### src/rtl/ws2812b_pkg.sv
// rtl/ws2812b_pkg.sv - shared constants and types for the ws2812b frame sequencer
//
// Purpose: register map, CTRL bit positions, FSM state encoding and the
// GRB pixel type shared by the sequencer top and its channel scaler.
// Ports: none (package).

package ws2812b_pkg;

  // Byte-peripheral register map
  localparam logic [3:0] REG_CTRL   = 4'd0;
  localparam logic [3:0] REG_INDEX  = 4'd1;
  localparam logic [3:0] REG_G      = 4'd2;
  localparam logic [3:0] REG_R      = 4'd3;
  localparam logic [3:0] REG_B      = 4'd4;
  localparam logic [3:0] REG_COUNT  = 4'd5;
  localparam logic [3:0] REG_BRIGHT = 4'd6;

  // CTRL write bits
  localparam int CTRL_START  = 0;
  localparam int CTRL_REPEAT = 1;
  localparam int CTRL_ABORT  = 7;

  // Frame FSM encoding
  localparam logic [2:0] ST_IDLE  = 3'd0;
  localparam logic [2:0] ST_FETCH = 3'd1;
  localparam logic [2:0] ST_ISSUE = 3'd2;
  localparam logic [2:0] ST_ACK   = 3'd3;
  localparam logic [2:0] ST_GAP   = 3'd4;

  // Pixel as sent to the serialiser: {G, R, B}
  typedef logic [23:0] grb_t;
  localparam int G_LSB = 16;
  localparam int R_LSB = 8;
  localparam int B_LSB = 0;

endpackage

### src/rtl/ws2812b_scale.sv
// rtl/ws2812b_scale.sv - combinational per-channel brightness scaler
//
// Purpose: scales each 8-bit channel of a GRB pixel by (bright+1)/256.
// Ports:
//   pixel  in  24  {G,R,B} pixel from the buffer
//   bright in  8   global brightness, FF = identity, 00 = black
//   scaled out 24  scaled {G,R,B} pixel

module ws2812b_scale
  import ws2812b_pkg::*;
(
  input  logic [23:0] pixel,
  input  logic [7:0]  bright,
  output logic [23:0] scaled
);

  logic [8:0] mult;

  // Using bright+1 lets FF pass the channel through unchanged.
  assign mult = {1'b0, bright} + 9'd1;

  // 8x9 product never exceeds 16 bits (255*256), so bits [15:8] are the result.
  function automatic logic [7:0] scale_ch(input logic [7:0] c, input logic [8:0] m);
    return 8'((17'(c) * 17'(m)) >> 8);
  endfunction

  assign scaled[G_LSB +: 8] = scale_ch(pixel[G_LSB +: 8], mult);
  assign scaled[R_LSB +: 8] = scale_ch(pixel[R_LSB +: 8], mult);
  assign scaled[B_LSB +: 8] = scale_ch(pixel[B_LSB +: 8], mult);

endmodule

### src/rtl/ws2812b_frame_sequencer.sv
// rtl/ws2812b_frame_sequencer.sv - frame-level pixel sequencer for the ws2812b serialiser
//
// Purpose: holds a pixel buffer written through byte registers and streams
// COUNT brightness-scaled pixels to the serialiser, one-shot or repeating.
// Ports:
//   clk, rst_n        clock, asynchronous active-low reset
//   address[3:0]      register address
//   data_write        one-cycle write strobe
//   data_in[7:0]      write data
//   data_out[7:0]     read data, combinational from address
//   px_data[23:0]     {G,R,B} pixel to serialiser
//   px_valid          one-cycle pixel offer
//   px_latch          qualifies px_valid, marks last pixel of frame
//   px_ready          serialiser idle/accepting
//   busy              frame in progress
//   frame_done        one-cycle pulse after last pixel handed off

module ws2812b_frame_sequencer
  import ws2812b_pkg::*;
#(
  parameter int NUM_LEDS = 16,
  parameter int IDX_W    = $clog2(NUM_LEDS)
) (
  input  logic        clk,
  input  logic        rst_n,
  input  logic [3:0]  address,
  input  logic        data_write,
  input  logic [7:0]  data_in,
  output logic [7:0]  data_out,
  output logic [23:0] px_data,
  output logic        px_valid,
  output logic        px_latch,
  input  logic        px_ready,
  output logic        busy,
  output logic        frame_done
);

  localparam int CNT_W = IDX_W + 1;
  localparam logic [IDX_W-1:0] LAST_IDX = IDX_W'(NUM_LEDS - 1);
  localparam logic [CNT_W-1:0] MAX_CNT  = CNT_W'(NUM_LEDS);

  logic [2:0]       state_q, state_d;
  logic [IDX_W-1:0] ptr_q, ptr_d;
  logic [IDX_W-1:0] index_q, index_d;
  logic [7:0]       stage_g_q, stage_g_d;
  logic [7:0]       stage_r_q, stage_r_d;
  logic [7:0]       stage_b_q, stage_b_d;
  logic [CNT_W-1:0] count_q, count_d;
  logic [7:0]       bright_q, bright_d;
  logic             done_q, done_d;
  logic             repeat_q, repeat_d;
  logic [23:0]      px_data_q, px_data_d;
  logic             px_valid_q, px_valid_d;
  logic             px_latch_q, px_latch_d;
  logic             frame_done_q, frame_done_d;

  grb_t             pix_buf [NUM_LEDS];
  logic             buf_we;
  grb_t             scaled;
  logic             last_px;
  logic [IDX_W-1:0] index_wr;

  ws2812b_scale u_scale (
    .pixel  (pix_buf[ptr_q]),
    .bright (bright_q),
    .scaled (scaled)
  );

  // Written as ">=" rather than "==" so a COUNT shrunk below ptr mid-frame
  // still ends the frame instead of letting ptr run past the buffer.
  assign last_px  = ({1'b0, ptr_q} + CNT_W'(1)) >= count_q;
  assign index_wr = IDX_W'({24'd0, data_in} % NUM_LEDS);

  always_comb begin
    state_d      = state_q;
    ptr_d        = ptr_q;
    index_d      = index_q;
    stage_g_d    = stage_g_q;
    stage_r_d    = stage_r_q;
    stage_b_d    = stage_b_q;
    count_d      = count_q;
    bright_d     = bright_q;
    done_d       = done_q;
    repeat_d     = repeat_q;
    px_data_d    = px_data_q;
    px_valid_d   = 1'b0;
    px_latch_d   = 1'b0;
    frame_done_d = 1'b0;
    buf_we       = 1'b0;

    case (state_q)
      ST_FETCH: begin
        px_data_d = scaled;
        state_d   = ST_ISSUE;
      end
      ST_ISSUE: begin
        if (px_ready) begin
          px_valid_d = 1'b1;
          px_latch_d = last_px;
          state_d    = ST_ACK;
        end
      end
      ST_ACK: begin
        // Serialiser dropping ready is its acknowledgement of the pixel.
        if (!px_ready) state_d = ST_GAP;
      end
      ST_GAP: begin
        if (px_ready) begin
          if (!last_px) begin
            ptr_d   = ptr_q + 1'b1;
            state_d = ST_FETCH;
          end else begin
            frame_done_d = 1'b1;
            done_d       = 1'b1;
            ptr_d        = '0;
            state_d      = repeat_q ? ST_FETCH : ST_IDLE;
          end
        end
      end
      default: ;
    endcase

    if (data_write) begin
      case (address)
        REG_CTRL: begin
          if (data_in[CTRL_ABORT]) begin
            state_d      = ST_IDLE;
            px_valid_d   = 1'b0;
            px_latch_d   = 1'b0;
            frame_done_d = 1'b0;
            done_d       = done_q;
            repeat_d     = 1'b0;
          end else begin
            repeat_d = data_in[CTRL_REPEAT];
            if (data_in[CTRL_START] && state_q == ST_IDLE && count_q != '0) begin
              ptr_d   = '0;
              done_d  = 1'b0;
              state_d = ST_FETCH;
            end
          end
        end
        REG_INDEX: index_d = index_wr;
        REG_G:     stage_g_d = data_in;
        REG_R:     stage_r_d = data_in;
        REG_B: begin
          stage_b_d = data_in;
          buf_we    = 1'b1;
          index_d   = (index_q == LAST_IDX) ? '0 : index_q + 1'b1;
        end
        REG_COUNT: count_d = (32'(data_in) > 32'(NUM_LEDS)) ? MAX_CNT : CNT_W'(data_in);
        REG_BRIGHT: bright_d = data_in;
        default: ;
      endcase
    end
  end

  always_ff @(posedge clk or negedge rst_n) begin
    if (!rst_n) begin
      state_q      <= ST_IDLE;
      ptr_q        <= '0;
      index_q      <= '0;
      stage_g_q    <= '0;
      stage_r_q    <= '0;
      stage_b_q    <= '0;
      count_q      <= MAX_CNT;
      bright_q     <= 8'hFF;
      done_q       <= 1'b0;
      repeat_q     <= 1'b0;
      px_data_q    <= '0;
      px_valid_q   <= 1'b0;
      px_latch_q   <= 1'b0;
      frame_done_q <= 1'b0;
    end else begin
      state_q      <= state_d;
      ptr_q        <= ptr_d;
      index_q      <= index_d;
      stage_g_q    <= stage_g_d;
      stage_r_q    <= stage_r_d;
      stage_b_q    <= stage_b_d;
      count_q      <= count_d;
      bright_q     <= bright_d;
      done_q       <= done_d;
      repeat_q     <= repeat_d;
      px_data_q    <= px_data_d;
      px_valid_q   <= px_valid_d;
      px_latch_q   <= px_latch_d;
      frame_done_q <= frame_done_d;
    end
  end

  // Buffer has no reset; a commit in the same cycle as FETCH of that slot
  // lands after the read, so FETCH sees the old pixel.
  always_ff @(posedge clk) begin
    if (buf_we) pix_buf[index_q] <= {stage_g_q, stage_r_q, data_in};
  end

  always_comb begin
    data_out = 8'h00;
    case (address)
      REG_CTRL:   data_out = {6'b0, done_q, busy};
      REG_INDEX:  data_out = 8'(index_q);
      REG_G:      data_out = stage_g_q;
      REG_R:      data_out = stage_r_q;
      REG_B:      data_out = stage_b_q;
      REG_COUNT:  data_out = 8'(count_q);
      REG_BRIGHT: data_out = bright_q;
      default:    data_out = 8'h00;
    endcase
  end

  assign busy       = (state_q != ST_IDLE);
  assign px_data    = px_data_q;
  assign px_valid   = px_valid_q;
  assign px_latch   = px_latch_q;
  assign frame_done = frame_done_q;

endmodule

### config.mk
export PLATFORM = sky130hd
export DESIGN_NAME = ws2812b_frame_sequencer
export DESIGN_NICKNAME = d
export VERILOG_FILES = /design/src/rtl/ws2812b_pkg.sv /design/src/rtl/ws2812b_scale.sv /design/src/rtl/ws2812b_frame_sequencer.sv
export SDC_FILE = /design/constraint.sdc
export NUM_CORES = 1
export LEC_CHECK = 0
export ABC_AREA = 1
export BUFFER_PORTS_ARGS = -buffer_cell sky130_fd_sc_hd__buf_2
export CAP_MARGIN = 20
export CELL_PAD_IN_SITES_DETAIL_PLACEMENT = 0
export CELL_PAD_IN_SITES_GLOBAL_PLACEMENT = 1
export CORE_ASPECT_RATIO = 1.1
export CORE_MARGIN = 1.5
export CORE_UTILIZATION = 55
export CTS_BUF_LIST = sky130_fd_sc_hd__clkbuf_8
export DETAILED_ROUTE_END_ITERATION = 10
export PLACE_DENSITY_LB_ADDON = 0.1
export SETUP_SLACK_MARGIN = 0.2
export SLEW_MARGIN = 20
export SYNTH_ARGS = -nofsm -noshare
export SYNTH_HDL_FRONTEND = slang
export SYNTH_SLANG_ARGS = --single-unit
export TNS_END_PERCENT = 5
### constraint.sdc
create_clock -name clk -period 14.2 [get_ports clk]
set_input_delay 2.84 -clock clk [delete_from_list [all_inputs] [get_ports clk]]
set_output_delay 2.84 -clock clk [all_outputs]
set_load 0.02 [all_outputs]
Word level (Yosys, flattened, before mapping)
Memory sizes are Yosys's and may differ from the RTL's.
Index checks and enable logic that the tools add are counted.
- bits in writable memories: 384
- memories kept: 1
- register bits after elaboration: 77
- word-level logic and storage cells: 99
- reductions and logical operators: 14
- equality and inequality tests: 12
- $add $sub $neg: 4
- magnitude comparators: 2
- multiplexer cells: 49
- multiply operators: 3
- memory list (name ; depth ; bits a word ; read ports ; clocked after memory_dff ; write ports ; RTL line ; text):
    pix_buf ; 16 ; 24 ; 1 ; 0 ; 1 ; ws2812b_frame_sequencer.sv:57 ; grb_t pix_buf [NUM_LEDS];
- operators by type and width (cell ; number):
    case mux 8 bit (7 select lines) ; 1
    multiplier 8 x 9 -> 16 bit ; 3
    two-way mux 4 bit ; 8
    two-way mux 1 bit ; 30
    two-way mux 3 bit ; 7
    AND reduction 2 bit ; 7
    equality test 4 x 3 -> 1 bit, second input constant ; 3
    case mux 3 bit (4 select lines) ; 1
    adder 8 x 1 -> 9 bit, second input constant ; 1
    adder 4 x 1 -> 4 bit, second input constant ; 2
    equality test 4 x 2 -> 1 bit, second input constant ; 2
    greater-than comparator 8 x 5 -> 1 bit, second input constant ; 1
    case mux 4 bit (2 select lines) ; 1
    equality test 3 x 2 -> 1 bit, second input constant ; 2
    adder 4 x 1 -> 5 bit, second input constant ; 1
    greater-or-equal comparator 5 bit ; 1
    two-way mux 5 bit ; 1
    nonzero test 5 bit ; 1
    equality test 4 x 1 -> 1 bit, second input constant ; 1
    equality test 4 bit, second input constant ; 1
    logical NOT 4 bit ; 1
    equality test 3 x 1 -> 1 bit, second input constant ; 1
    equality test 3 bit, second input constant ; 1
    logical NOT 3 bit ; 1
    other kinds (4) ; 5

Depth between registers and ports, before layout
Gate-level depths: netlist of the first run.
- depth after elaboration: 9
- depth in mapped cells: 29

Cells and area by module
A second synthesis of the first run with hierarchy kept.
- cell total of the unflattened synthesis: 2569
- area, all modules: 25762.2 µm²
- by module, submodules not included (module ; area an instance (µm²) ; instances ; cells each):
    ws2812b_frame_sequencer ; 18803.0 ; 1 ; 1537
    ws2812b_scale ; 6959.2 ; 1 ; 1032

Least setup slack after synthesis of the first run
OpenSTA, ideal clock, no wires.
- path kind: input to output
- start: input port address[2]
- end: output port data_out[5]
- stages: 7
- arrival time: 3795 ps
- buffers on the path: 1
- data required time: 11360 ps
- setup slack: 7565 ps
- path through: inv_1 nor2_1 nand2_1 inv_1 clkbuf_1 nand2_1 o2111ai_1
- cells in the longest elaborated chain, start to end: 2
- elaborated cells on any way between the ends: 8
- those cells by class: 6 x eq/ne; 1 x mux; 1 x reduce/logical
- RTL lines (element ; RTL line ; text):
    from (decl) ; ws2812b_frame_sequencer.sv:26 ; input logic [3:0] address,
    equality test 4 x 3 -> 1 bit (tied with other cells) ; ws2812b_frame_sequencer.sv:199 ; case (address)
    case mux 8 bit (7 select lines) * ; ws2812b_frame_sequencer.sv:199 ;
    to (decl) ; ws2812b_frame_sequencer.sv:29 ; output logic [7:0] data_out,
Mark *: on every way between the ends. The rest lies on a longest branch, timed or not.

Worst setup path in the final report of the first run
- start: register ptr_q[0]
- end: register px_data_q[23], in the netlist px_data[23]
- cells in the longest elaborated chain, start to end: 2
- RTL lines (element ; RTL line ; text):
    from (decl) ; ws2812b_frame_sequencer.sv:43 ; logic [IDX_W-1:0] ptr_q, ptr_d;
    from (signal assigned) ; ws2812b_frame_sequencer.sv:175 ; ptr_q <= ptr_d;
    memory read (16 x 24 bit) ; - ;
    multiplier 8 x 9 -> 16 bit ; ws2812b_scale.sv:24 ; return 8'((17'(c) * 17'(m)) >> 8);
    to (signal assigned) ; ws2812b_frame_sequencer.sv:184 ; px_data_q <= px_data_d;
    to (decl) ; ws2812b_frame_sequencer.sv:52 ; logic [23:0] px_data_q, px_data_d;
Every way passes these cells.
A chain may end at the register's enable or synchronous reset.

==> impl_results.md, run 1 <==
* Largest net degree at the start of global routing at 94
* RSZ-0062 raised after global routing: false
* Status: finished, final reports clean
* Mapped Area at 25400 sq um
* Pre-CTS WS at 6870 ps
* First-pass GRT wire length at 104000 microns
* Post CTS Setup Buffer Count at 0
* Synth Area in Simple Gates at 0.155
* Worst slew pin tran at 1130 ps
* Per-cell routed wire length at 20.9 microns
* Post-synthesis share of cell area spent on xor and xnor gates at 0.00896
* Root Driver: clkbuf_8
* Later-pin clock latency in the skew report at 660 ps
* Max_slew headroom at 0.244
* Final worst slack at 6750 ps
* Die area at 47500 sq um
* GP Congestion at 0.861
* Total Nets Final at 2797
* # DRC at 0
* Post-CTS sizing at 0
* Initial core utilization at 0.558
* Final worst path period need at 7450 ps
* Mean Syn Cell Area at 10.2 sq um
* Most common cell after layout, fill and taps aside: nand2_1
* Initial DRT Pass Iterations at 5
* Crit Path Category: flop to flop
* Initial antenna violation count at 1
* Via count at 18272
* Cell count after placement at 3062
* # rows at 82
* I/O Buffers at 51
* Crit path capture type: flop
* Maxcap violations at 0
* Critical Path RT at 14730 ps
* Die Y at 228 microns
* Mux cell area share after synthesis at 0
* CP arrival at 7980 ps
* IO Count at 52
* Iteration-0 DRC Markers at 1599
* CTS max path bufs at 3
* Global Route Usage Sum at 0.289
* Final wirelength at 66900 microns
* CTS tree: yes
* Ant. Diodes at 0
* Clk slew on worst S/H paths at 50 ps
* Complex-gate fraction of the synthesized area at 0.0903
* Clock sink count at 461
* Adder-cell share of the synthesized area at 0.147
* Mapped Nets at 2739
* Die X at 208 microns
* Synth Instances at 2496
* Commonest cells after routing, fill and taps aside: nand2_1 (416), edfxtp_1 (384), nor2_1 (360)
* Core area at 45600 sq um
* Final Hold Viols at 0
* Skew final at 21.7 ps
* Vias per cell at 5.70
* Synthesis Warnings at 0
* HP Class: flop to flop
* Antenna violation net count after detailed routing at 0
* Final Slew Violations at 0
* Achievable clock frequency at 134 MHz
* Cell variety after synth at 48
* Total CTS buffers at 77
* Final setup violation count at 0
* Largest family of logic cells by synthesized area: simple AND/OR/NAND/NOR gates
* Post-DP HPWL at 43200 microns
* Critical Path Start Type: flop
* Crit-path max FO at 93
* Final non-filler cell total at 3204
* Post-route setup TNS at 0 ps
* #FFs+latches synth at 461
* Layout Area Growth over Synthesis at 9.61%
* CTS Hold Bufs at 0
* Grt total ovfl at 0
* Layout cell share with drive strength beyond 1 at 0.0933
* Vias in the first global route at 18443
* H-Tree Depth at 3
* Tcrit/Tclk final at 0.525
* Sequential share of the synthesized area at 0.530
[worst paths after layout]
check	startpoint	endpoint	slack, ps	cells after the start
setup / recovery	ptr_q[0]$_DFF_PN0_	px_data[23]$_DFFE_PN0P_	6750	23
hold / removal	px_data[10]$_DFFE_PN0P_	px_data[10]$_DFFE_PN0P_	470	2
setup reg to reg	ptr_q[0]$_DFF_PN0_	px_data[23]$_DFFE_PN0P_	6750	23
hold reg to reg	px_data[10]$_DFFE_PN0P_	px_data[10]$_DFFE_PN0P_	470	2
max in group asynchronous	rst_n	ptr_q[0]$_DFF_PN0_	10960	2
min in group asynchronous	rst_n	px_data[14]$_DFFE_PN0P_	2040	1
[area by class of cell]
cell class                      instances  area [sq um]
Fill cell                            3844         17700
Sequential cell                       461         13500
Multi-Input combinational cell       1602         10300
Inverter                              331          1240
Clock buffer                           82          1130
Tap cell                              588           736
Timing Repair Buffer                   81           628
Clock inverter                         59           325
[synth_stat cells (all sizes together)]
| library cell | n | area, sq um |
|---|---|---|
| nor3 | 16 | 90.1 |
| nor4 | 3 | 31.3 |
| nand3 | 128 | 641 |
| ha | 107 | 1340 |
| a22oi | 4 | 30.0 |
| o211ai | 26 | 200 |
| a21oi | 37 | 185 |
| clkinv | 5 | 18.8 |
| o21a | 8 | 60.1 |
| buf | 52 | 312 |
| xor2 | 15 | 131 |
| o221ai | 49 | 429 |
| nand2 | 426 | 1620 |
| a31oi | 1 | 6.26 |
| dfstp | 9 | 236 |
| nor2 | 377 | 1430 |
| xnor2 | 11 | 96.3 |
| or2 | 6 | 37.5 |
| and2 | 1 | 6.26 |
| a211oi | 3 | 22.5 |
| o2111ai | 4 | 35.0 |
| nand4 | 8 | 50.1 |
| dfrtp | 68 | 1700 |
| a2111oi | 1 | 8.76 |
| fa | 120 | 2400 |
| and3 | 1 | 6.26 |
| a221oi | 7 | 61.3 |
| o22ai | 29 | 181 |
| inv | 326 | 1220 |
| o21ai | 205 | 1030 |
| clkbuf | 50 | 188 |
| o211a | 1 | 10.0 |
| nor3b | 1 | 7.51 |
| edfxtp | 384 | 11500 |
| nand3b | 2 | 15.0 |
| o21bai | 5 | 37.5 |
[critical path, cell delays in order (launching register included)]
cell	delay [ps]
dfrtp_4	700
inv_4	330
buf_4	800
buf_4	720
o21ai_0	180
o221ai_1	250
o211ai_1	130
nand2_1	230
inv_1	190
nor2_1	190
fa_1	450
fa_1	510
fa_1	500
inv_1	50
fa_1	480
inv_1	40
ha_1	320
a21oi_1	190
o21a_1	190
nor2_1	50
a2111oi_0	470
nand3_1	130
nand3_1	110
nand2_1	50
[sequential cells by signal (all words and copies together), names as in the netlist]
name        count
bright_q        8
count_q         5
done_q          1
frame_done      1
index_q         4
pix_buf       384
ptr_q           4
px_data        24
px_latch        1
px_valid        1
repeat_q        1
stage_b_q       8
stage_g_q       8
stage_r_q       8
state_q         3
[per-layer routing]
layer / part of all wire / vias to the layer above / track usage
li1: - / 8497 / -
met1: 0.41 / 9011 / 0.369
met2: 0.49 / 648 / 0.495
met3: 0.064 / 114 / 0.0455
met4: 0.030 / 2 / 0.116
met5: 0.00027 / - / 0
[stage by stage]
| stage | utilization | cell area (sq um) | hold slack [ps] |
|---|---|---|---|
| after detailed placement | 0.579 | 26400 | 461 |
| after CTS | 0.611 | 27800 | 476 |
| after floorplan | - | 25400 | 453 |
| after global placement | 0.575 | 26200 | 459 |
| after global routing | 0.611 | 27900 | 505 |
| final | 0.611 | 27900 | 471 |
[cells by family after synthesis]
kind of cell,Yosys count
xor gates and xnor gates,26
AOI/OAI and AO/OA,380
adders and majority gates,227
DFF,461
buffers and inverters,433
and+or+nand+nor,969
Power of run 1 is left out: the tool's default activity adds up to more than one toggle a clock period on the data nets, which glitch-free logic cannot reach.
==> run 2: changes to the inputs <==
- CORE_UTILIZATION: 55 -> 47
- clock period: 14.2 -> 6.6 ns (I/O delays scaled with it)
==> run 2 against run 1 <==
Sequential share of layout area is 0.44 points lower; non-clock buffer count is 19 higher; cell count is 5.0% higher; first-iteration DRC count is 20% lower; register-to-register slack worse by 6100 ps; flip-flop and latch count stayed put; final area is 0.92% higher; fmax is 26% higher; worst hold slack better by 3.8 ps; utilization is 8.7 points lower; global-route usage is 3.1 points lower.
==> impl_results.md, run 2 (synthesis results as in run 1) <==
* Initial core utilization at 0.474 (-0.0834)
* I/O Buffers at 51 (unchanged)
* Final wirelength at 69400 microns (+3.7%)
* Later-pin clock latency in the skew report at 670 ps (about the same)
* Worst slew pin tran at 995 ps (-136 ps)
* Commonest cells after routing, fill and taps aside: nand2_1 (416), edfxtp_1 (384), nor2_1 (360)
* Critical Path Stages at 22 (-4.3%)
* Final Hold Viols at 0 (unchanged)
* Max reg flops at 384 (unchanged)
* First-pass GRT wire length at 107000 microns (+2.4%)
* Clock sink count at 461 (unchanged)
* Antenna violation net count after detailed routing at 0 (unchanged)
* Root Driver: clkbuf_8
* Final worst slack at 686 ps (-6060 ps)
* Layout Area Growth over Synthesis at 10.6%
* Critical path's slowest cell: dfrtp_2
* IO Count at 52 (unchanged)
* CTS max path bufs at 3 (unchanged)
* Critical-path cell list: inv_2, buf_4, o21ai_0, o221ai_1, nand3_1, nand2_1, inv_1, nor2_1, fa_1, fa_1, fa_1, inv_1, fa_1, inv_1, ha_1, a21oi_1, o21a_1, nor2_1, a2111oi_0, nand3_1, nand3_1, nand2_1
* Worst R2R Start: ptr_q[1]$_DFF_PN0_
* Die area at 55500 sq um (+17%)
* Final setup violation count at 0 (unchanged)
* Worst stage delay on the critical path at 580 ps (-220 ps)
* CTS tree: yes
* Top reg by flops: pix_buf
* CTS Hold Bufs at 0 (unchanged)
* Vias in the first global route at 18203 (-1.3%)
* Worst R2R Path Depth at 22 (-4.3%)
* Achievable clock frequency at 169 MHz (+26%)
* HP Class: flop to flop
* Post CTS Setup Buffer Count at 0 (unchanged)
* Final core occ at 0.525 (-0.0867)
* Pre-CTS WS at 756 ps (-6120 ps)
* Per-cell routed wire length at 20.6 microns (-1.2%)
* Most common cell after layout, fill and taps aside: nand2_1
* Post-route setup TNS at 0 ps (unchanged)
* Vias per cell at 5.39 (-5.5%)
* Skew final at 50.1 ps (+28.4 ps)
* Crit-path max FO at 30 (-68%)
* Maxcap violations at 0 (unchanged)
* Grt total ovfl at 0 (unchanged)
* Largest net degree at the start of global routing at 94 (unchanged)
* Max_slew headroom at 0.331 (+0.0871)
* Clk slew on worst S/H paths at 50 ps (about the same)
* CP arrival at 6450 ps (-1530 ps)
* H-Tree Depth at 3 (unchanged)
* Setup crit start: ptr_q[1]$_DFF_PN0_
* Crit Path Category: flop to flop
* RSZ-0062 raised after global routing: false
* Hold WS at 475 ps (+3.79 ps)
* CP dominant cell by count: fa_1
* Die X at 225 microns (+8.1%)
* Post-DP HPWL at 44100 microns (+2.2%)
* Critical Path RT at 7140 ps (-7590 ps)
* # rows at 89 (+8.5%)
* Initial DRT Pass Iterations at 8 (+3)
* Initial antenna violation count at 1 (unchanged)
* CP delay by family, top: adder cells
* FF-to-FF setup slack at 690 ps (-6060 ps)
* Total Nets Final at 2817 (+0.72%)
* Crit path capture type: flop
* Total CTS buffers at 78 (+1.3%)
* Iteration-0 DRC Markers at 1287 (-20%)
* Worst Path Buf+Inv at 5 (-1)
* Final Slew Violations at 0 (unchanged)
* # DRC at 0 (unchanged)
* Layout cell share with drive strength beyond 1 at 0.0995 (+0.00620)
* Core area at 53600 sq um (+18%)
* Die Y at 247 microns (+8.1%)
* R2r endpoint: px_data[23]$_DFFE_PN0P_
* GP Congestion at 0.915 (+6.2%)
* Post-CTS sizing at 0 (unchanged)
* Critical Path End: px_data[23]$_DFFE_PN0P_
* Status: finished, final reports clean
* Tcrit/Tclk final at 0.896 (+0.371)
* Global Route Usage Sum at 0.258 (-0.0313)
* Via count at 18129 (-0.78%)
* Final worst path period need at 5910 ps (-1540 ps)
* Critical Path Start Type: flop
## run 2: cell types whose count changed in the layout (fill, tap and decap cells not counted), sizes merged
cell and delta:
inv -3, clkinvlp -1, buf +19, diode +1, clkinv +2, clkbuf +1
## run 2: worst min-delay path: stages, from the launching register on
cell	delay [ps]
dfrtp_1	340
nand2_1	50
nand2_1	50
## run 2: worst min-delay path by stage
| stage | from | endpoint | slack, ps | cells past startpoint |
|---|---|---|---|---|
| floorplan | stage_b_q[2]$_DFFE_PN0P_ | stage_b_q[2]$_DFFE_PN0P_ | 450 | 2 |
| global placement | px_data[4]$_DFFE_PN0P_ | px_data[4]$_DFFE_PN0P_ | 460 | 2 |
| detailed placement | px_data[7]$_DFFE_PN0P_ | px_data[7]$_DFFE_PN0P_ | 460 | 2 |
| CTS | rst_n | px_data[10]$_DFFE_PN0P_ | 460 | 1 |
| global route | rst_n | px_data[10]$_DFFE_PN0P_ | 480 | 1 |
| finish | px_data[20]$_DFFE_PN0P_ | px_data[20]$_DFFE_PN0P_ | 470 | 2 |
## run 2: area by class of cell
cell class,count,area [sq um]
diodes,1,2.50
clock buffers,83,1140
clock inverters,57,310
fillers,4926,25500
inverters,331,1240
multi-input cells,1602,10300
flip-flops and latches,461,13500
well taps,728,911
repair buffers,100,701
## run 2: per-layer routing
layer / GRT usage / part of all wire / up-vias
li1: - / - / 8534
met1: 0.331 / 0.42 / 8927
met2: 0.446 / 0.50 / 550
met3: 0.0372 / 0.057 / 118
met4: 0.0926 / 0.028 / 0
met5: 0 / 0 / -
## run 2: through the flow
step                      std cells  area (sq um)
final                          3363         28100
after CTS                      3362         28100
after floorplan                2496         25400
after global routing           3363         28100
after detailed placement       3222         26600
after global placement         3222         26600
Power of run 2 is left out for the same reason.
